<file path="src/rtl/hsv_core_flush_sequencer.sv">
// Flush sequencer: broadcasts a pipeline flush, waits for drain (or timeout),
// issues one PC redirect to fetch, then holds ack until the request is released.
module hsv_core_flush_sequencer #(
  parameter int NUM_STAGES       = 4,
  parameter int MIN_DRAIN_CYCLES = 1,
  parameter int TIMEOUT_CYCLES   = 256
) (
  input  logic                  clk_core,
  input  logic                  rst_core_n,
  input  logic                  flush_req,
  input  logic [31:0]           flush_target,
  output logic                  flush_ack,
  output logic [NUM_STAGES-1:0] stage_flush,
  input  logic [NUM_STAGES-1:0] stage_idle,
  output logic                  fetch_redirect_valid,
  input  logic                  fetch_redirect_ready,
  output logic [31:0]           fetch_redirect_pc,
  output logic                  flush_timeout
);

  localparam int CW = $clog2(TIMEOUT_CYCLES + 1);
  localparam logic [CW-1:0] MIN_C = CW'(MIN_DRAIN_CYCLES);
  localparam logic [CW-1:0] TO_C  = CW'(TIMEOUT_CYCLES);
  localparam logic [CW-1:0] ONE_C = CW'(1);

  typedef enum logic [1:0] {
    ST_IDLE,
    ST_DRAIN,
    ST_REDIRECT,
    ST_ACK
  } state_t;

  state_t                  r_state;
  state_t                  w_state_nxt;
  logic [CW-1:0]           r_drain_cnt;
  logic [CW-1:0]           w_cnt_nxt;
  logic                    w_timeout_set;
  logic                    w_latch_pc;
  logic                    w_all_idle;
  logic [NUM_STAGES-1:0]   r_stage_flush;
  logic                    r_valid;
  logic                    r_ack;
  logic [31:0]             r_pc;
  logic                    r_timeout;

  assign w_all_idle = &stage_idle;
  // The counter reads 1 only on the first DRAIN cycle, which is when the target is valid.
  assign w_latch_pc = (r_state == ST_DRAIN) && (r_drain_cnt == ONE_C);

  // NOTE: every output of a combinational block gets a default first so no path infers a latch.
  always_comb begin
    w_state_nxt   = r_state;
    w_timeout_set = 1'b0;
    case (r_state)
      ST_IDLE: begin
        if (flush_req) w_state_nxt = ST_DRAIN;
      end
      ST_DRAIN: begin
        if ((r_drain_cnt >= MIN_C) && w_all_idle) begin
          w_state_nxt = ST_REDIRECT;
        end else if (r_drain_cnt == TO_C) begin
          w_state_nxt   = ST_REDIRECT;
          w_timeout_set = 1'b1;
        end
      end
      ST_REDIRECT: begin
        if (fetch_redirect_ready) w_state_nxt = ST_ACK;
      end
      ST_ACK: begin
        if (!flush_req) w_state_nxt = ST_IDLE;
      end
      default: w_state_nxt = ST_IDLE;
    endcase
  end

  always_comb begin
    w_cnt_nxt = r_drain_cnt;
    if (w_state_nxt == ST_IDLE) begin
      w_cnt_nxt = '0;
    end else if (r_state == ST_IDLE) begin
      w_cnt_nxt = ONE_C;
    end else if ((r_state == ST_DRAIN) && (r_drain_cnt != TO_C)) begin
      w_cnt_nxt = r_drain_cnt + ONE_C;
    end
  end

  // NOTE: sequential state uses non-blocking assignments so all registers update together.
  always_ff @(posedge clk_core or negedge rst_core_n) begin
    if (!rst_core_n) begin
      r_state       <= ST_IDLE;
      r_drain_cnt   <= '0;
      r_stage_flush <= '0;
      r_valid       <= 1'b0;
      r_ack         <= 1'b0;
      r_pc          <= '0;
      r_timeout     <= 1'b0;
    end else begin
      r_state       <= w_state_nxt;
      r_drain_cnt   <= w_cnt_nxt;
      // Outputs decode the next state so they are registered yet track the state exactly.
      r_stage_flush <= {NUM_STAGES{w_state_nxt != ST_IDLE}};
      r_valid       <= (w_state_nxt == ST_REDIRECT);
      r_ack         <= (w_state_nxt == ST_ACK);
      if (w_latch_pc)    r_pc      <= flush_target;
      if (w_timeout_set) r_timeout <= 1'b1;
    end
  end

  assign stage_flush          = r_stage_flush;
  assign fetch_redirect_valid = r_valid;
  assign fetch_redirect_pc    = r_pc;
  assign flush_ack            = r_ack;
  assign flush_timeout        = r_timeout;

endmodule

</file>
<file path="config.mk">
export PLATFORM = sky130hd
export DESIGN_NAME = hsv_core_flush_sequencer
export DESIGN_NICKNAME = d
export VERILOG_FILES = /design/src/rtl/hsv_core_flush_sequencer.sv
export SDC_FILE = /design/constraint.sdc
export NUM_CORES = 1
export LEC_CHECK = 0
export ABC_AREA = 1
export CAP_MARGIN = 10
export CORE_MARGIN = 4
export CORE_UTILIZATION = 40
export CTS_CLUSTER_SIZE = 20
export DETAILED_ROUTE_END_ITERATION = 7
export GPL_TIMING_DRIVEN = 0
export PLACE_DENSITY = 0.73
export SLEW_MARGIN = 30
export SYNTH_ARGS = -nofsm -noshare
export SYNTH_HDL_FRONTEND = slang
export SYNTH_SLANG_ARGS = --single-unit
</file>
<file path="constraint.sdc">
create_clock -name clk_core -period 2.14 [get_ports clk_core]
set_input_delay 0.214 -clock clk_core [delete_from_list [all_inputs] [get_ports clk_core]]
set_output_delay 0.214 -clock clk_core [all_outputs]
set_load 0.005 [all_outputs]
</file>
# Word-level counts from Yosys, hierarchy flattened
# Index checks and enable logic that the tools add are counted.
[totals] regBits=47 latchBits=0 ram_bits=0 romBits=0 in_bits=40 out_inout_bits=39 n_memories=0
[op_classes] addsub=1 n_mul=0 div_mod_pow=0 n_lt_le_gt_ge=1 n_eq_ne=8 n_shift=0 mux=12 n_bitwise=0 n_reduce_logical=8
[ops] cell="9-bit two-way mux" count=3
[ops] cell="2-bit two-way mux" count=5
[ops] cell="9-bit by 1-bit adder with 9-bit output (second input constant)" count=1
[ops] cell="9-bit by 1-bit equality test with 1-bit output (second input constant)" count=1
[ops] cell="9-bit equality test (second input constant)" count=1
[ops] cell="9-bit by 1-bit greater-or-equal comparator with 1-bit output (second input constant)" count=1
[ops] cell="9-bit != test (second input constant)" count=1
[ops] cell="2-bit equality test (second input constant)" count=4
[ops] cell="2-bit case mux with 4 select lines" count=1
[ops] cell="2-bit logical NOT" count=2
[ops] cell="4-bit AND reduction" count=1
[ops] cell="1-bit logical AND" count=3
[ops] cell="1-bit two-way mux" count=3
[ops] cell="3-bit nonzero test" count=1
[ops] cell="2-bit by 1-bit equality test with 1-bit output (second input constant)" count=1
[ops] cell="2-bit nonzero test" count=1

# Logic depth before layout (Yosys ltp)
[depth] depth_word=6 ltp_mapped=13 depth_no_buf=13

# Worst setup path after synthesis
# Ideal clock, no wire load.
[synth_timing] path_kind="register -> register" from="reg r_drain_cnt[1]" to="reg r_pc[0], in the netlist fetch_redirect_pc[0]" setup_ps=125 arrival_time_ps=1414 required_ps=2015 setup_slack_ps=601 path_stages_with_launch=8 period_less_slack_ps=1539 path_cell_list="dfrtp_1 > inv_1 > ha_1 > nand2_1 > nor2_2 > nand4_4 > buf_6 > mux2_4"
[synth_via] elab_chain_cells=2
[synth_rtl] element="start, declared" line_no="35" source="logic [CW-1:0] r_drain_cnt;"
[synth_rtl] element="start signal, assigned" line_no="99" source="r_drain_cnt <= w_cnt_nxt;"
[synth_rtl] element="9-bit by 1-bit equality test with 1-bit output" line_no="48" source="assign w_latch_pc = (r_state == ST_DRAIN) && (r_drain_cnt == ONE_C);"
[synth_rtl] element="1-bit logical AND" line_no="48"
[synth_rtl] element="end signal, assigned" line_no="104" source="if (w_latch_pc) r_pc <= flush_target;"
[synth_rtl] element="end, declared" line_no="43" source="logic [31:0] r_pc;"
# No other way between the ends.
# A chain may end at the register's enable or synchronous reset.

# Worst setup path in the final report
[layout_timing] from="reg r_drain_cnt[0]" to="reg r_drain_cnt[7]"
[layout_via] elab_chain_cells=6
[layout_rtl] element="9-bit by 1-bit greater-or-equal comparator with 1-bit output or 9-bit equality test (tied branches)" line_no="59, 61"
[layout_rtl] element="1-bit logical AND or 2-bit two-way mux (tied branches)" line_no="59, 61"
[layout_rtl] element="2-bit two-way mux (*)" line_no="59" source="if ((r_drain_cnt >= MIN_C) && w_all_idle) begin"
[layout_rtl] element="2-bit case mux with 4 select lines (*)" line_no="54" source="case (r_state)"
[layout_rtl] element="named net w_state_nxt[1]" line_no="34" source="state_t w_state_nxt;"
[layout_rtl] element="2-bit logical NOT (*)" line_no="78" source="if (w_state_nxt == ST_IDLE) begin"
[layout_rtl] element="3-bit nonzero test (no source line) or 9-bit two-way mux (tied branches)"
# Mark *: on every way through the listed nets, which the timed path passes. The rest lies on a longest branch. The select of a mux whose other input is x is not followed.

==> impl_metrics.json <==
{
  "dr_total_vias": 1454,
  "min_period_over_period_pct": 79.4,
  "fmax_mhz": 589,
  "wirelength_mm": 4.28,
  "worstPathArrival_ps": 1880,
  "r2r_cells": 10,
  "powerDensity_mw_per_mm2": 1340,
  "first_pass_iters": 5,
  "die_w_um": 82.6,
  "syn_inst": 168,
  "hold_viol_final": 0,
  "routed-wl-met3_um": 320,
  "dpl_worst_slack_ps": 446,
  "maxCapViolCount": 0,
  "hp-class": "in2async",
  "p_leak_nw": 1.47,
  "antenna_found_initial": 0,
  "final_common_cell": "clkdlybuf4s50_1",
  "critical_path_required_ps": 2320,
  "yosysWarnings": 0,
  "synth_area_per_cell_sq_um": 13.3,
  "ios": 79,
  "peakVddDrop_mv": 0.570,
  "synth_nets": 211,
  "ys_types": 27,
  "route.met2.wl_mm": 1.98,
  "synth_seq_cells": 47,
  "critPathKind": "reg2reg",
  "synth_seq_area_share_pct": 52.8,
  "utilization_pct": 60.8,
  "first_global_vias": 1464,
  "mostFrequentLayoutCells": "clkdlybuf4s50_1 (77), dfrtp_1 (47), mux2_4 (30), nand2_1 (17), inv_1 (9)",
  "fin_hold_ws_ps": 465,
  "cts_buffers": 5,
  "fin_ws_ps": 441,
  "tns_ps": 0,
  "clk_pin_slew_ps": 80,
  "htree_levels": 2,
  "routed_via_density": 4.49,
  "fp-row-count": 26,
  "crit_fanout": 6,
  "core_sq_mm": 0.00524,
  "met1_length_mm": 1.94,
  "diodes": 0,
  "initialDrtViolationCount": 43,
  "final_max_slew_viol_count": 0,
  "ant_nets": 0,
  "setup_viol": 0,
  "dieHeight_um": 82.6,
  "rsz0062_at_grt": "false",
  "cts-root-buf": "clkbuf_8",
  "postCtsSetupRepairBufs": 0,
  "detailed_place_hpwl_mm": 3.19,
  "grt_first_pass_wirelength_mm": 6.87,
  "slew_headroom_pct": 61.2,
  "finClkSkew_ps": 7.28,
  "power_mw": 4.27,
  "rrSetupSlack_ps": 440,
  "cts_max_path_buffers": 2,
  "grt_overflow": 0,
  "worst_slew_pin_slew_ps": 582,
  "io_buffer_count": 78,
  "routabilityCongestion": 0.753,
  "cts_resized": 0,
  "syn_to_final_growth_pct": 43.0,
  "critPathCaptureType": "register",
  "synth_area_sq_mm": 0.00223,
  "drc": 0,
  "grt_max_degree": 48,
  "maxUsedRoutingLayer": "met4",
  "track_usage_pct": 13.2,
  "worstSkewPairLatency_ps": 290,
  "layout-drive-gt1-share_pct": 29.1,
  "clock-sinks": 47,
  "period_minus_slack_ps": 1700,
  "cts_tree": "yes",
  "die_area_sq_mm": 0.00683,
  "crit_path_start_kind": "register",
  "status": "complete, no violations",
  "finalNetCount": 297,
  "fill_cells": 445,
  "start_util_pct": 42.5,
  "wire_per_inst_um": 13.2
}
power breakdown:
part | internal [mW] | leakage, nW | switching (mW) | total (mW)
registers | 1.26 | 0.573 | 0.227 | 1.49
clock network | 0.224 | 0.0440 | 0.282 | 0.506
logic | 1.49 | 0.857 | 0.784 | 2.27
area by class of cell:
cell class	count	area [sq um]	area share, %
plain buffers	6	56.3	1.77
clock buffers	5	68.8	2.16
clock inverters	2	13.8	0.432
inverters	14	52.6	1.65
multi-input cells	101	942	29.6
flip-flops and latches	47	1180	36.9
well taps	70	87.6	2.75
repair buffers	79	788	24.7
state kept, by name, summed over array words and instances (netlist names):
name,count
flush_timeout,1
fetch_redirect_pc,32
fetch_redirect_valid,1
r_state,2
stage_flush,1
r_drain_cnt,9
flush_ack,1
worst max-delay path, cell delays in order, from the launching register on:
cell and delay, ps:
dfrtp_1 420, inv_1 100, ha_1 200, nand3_1 120, nor2_4 60, a21oi_2 240
nand2_1 130, inv_2 90, nand2_4 60, nand2_4 120, nor2_2 50
stage by stage:
stage,instance area [sq um],std cells
3_5_place_dp,3090,316
4_1_cts,3190,324
3_3_place_gp,3100,316
5_1_grt,3190,324
6_report,3190,324
2_1_floorplan,2230,168
Yosys cell counts (all sizes together):
cell    count  share of area, %
nand3       6               1.3
inv        14               2.4
buf         6               2.5
nand2      21               4.4
nor2       20               6.2
mux2       32                21
o22ai       1              0.28
o21a        1              0.39
a31o        1              0.39
nand4       3               1.5
ha          3               1.7
xor2        7               2.8
or2         2              0.56
o21ai       1              0.22
a21boi      1              0.51
dfrtp      47                53
a21oi       1              0.39
nor3b       1              0.34
worst paths after layout:
check,from,to
worst max-delay path,r_drain_cnt[0]$_DFFE_PN0P_,r_drain_cnt[7]$_DFFE_PN0P_
worst max register to register,r_drain_cnt[0]$_DFFE_PN0P_,r_drain_cnt[7]$_DFFE_PN0P_
min in group clk_core,flush_timeout$_DFFE_PN0P_,flush_timeout$_DFFE_PN0P_
max in group asynchronous,rst_core_n,r_drain_cnt[3]$_DFFE_PN0P_
worst min register to register,flush_timeout$_DFFE_PN0P_,flush_timeout$_DFFE_PN0P_
worst min-delay path,rst_core_n,fetch_redirect_pc[28]$_DFFE_PN0P_
cells by family after synthesis:
logic type                 share of synthesized area (%)
DFF                                                 52.8
xor gates and xnor gates                            2.75
muxes                                               21.2
and+or+nand+nor                                     14.4
adders and majority gates                           1.69
AOI/OAI and AO/OA                                   2.19
buffers and inverters                               4.89
routing by layer:
metal | up-vias | GRT usage [%]
met5 | - | 0
met4 | 0 | 3.43
met3 | 5 | 3.90
met2 | 50 | 20.2
met1 | 686 | 18.2
li1 | 713 | -
timing repair:
item	CTS	global route
hold buffers	1	0
endpoints found under the setup margin	0	0
hold endpoints to repair	47	0
(Power assumes the default switching activity.)
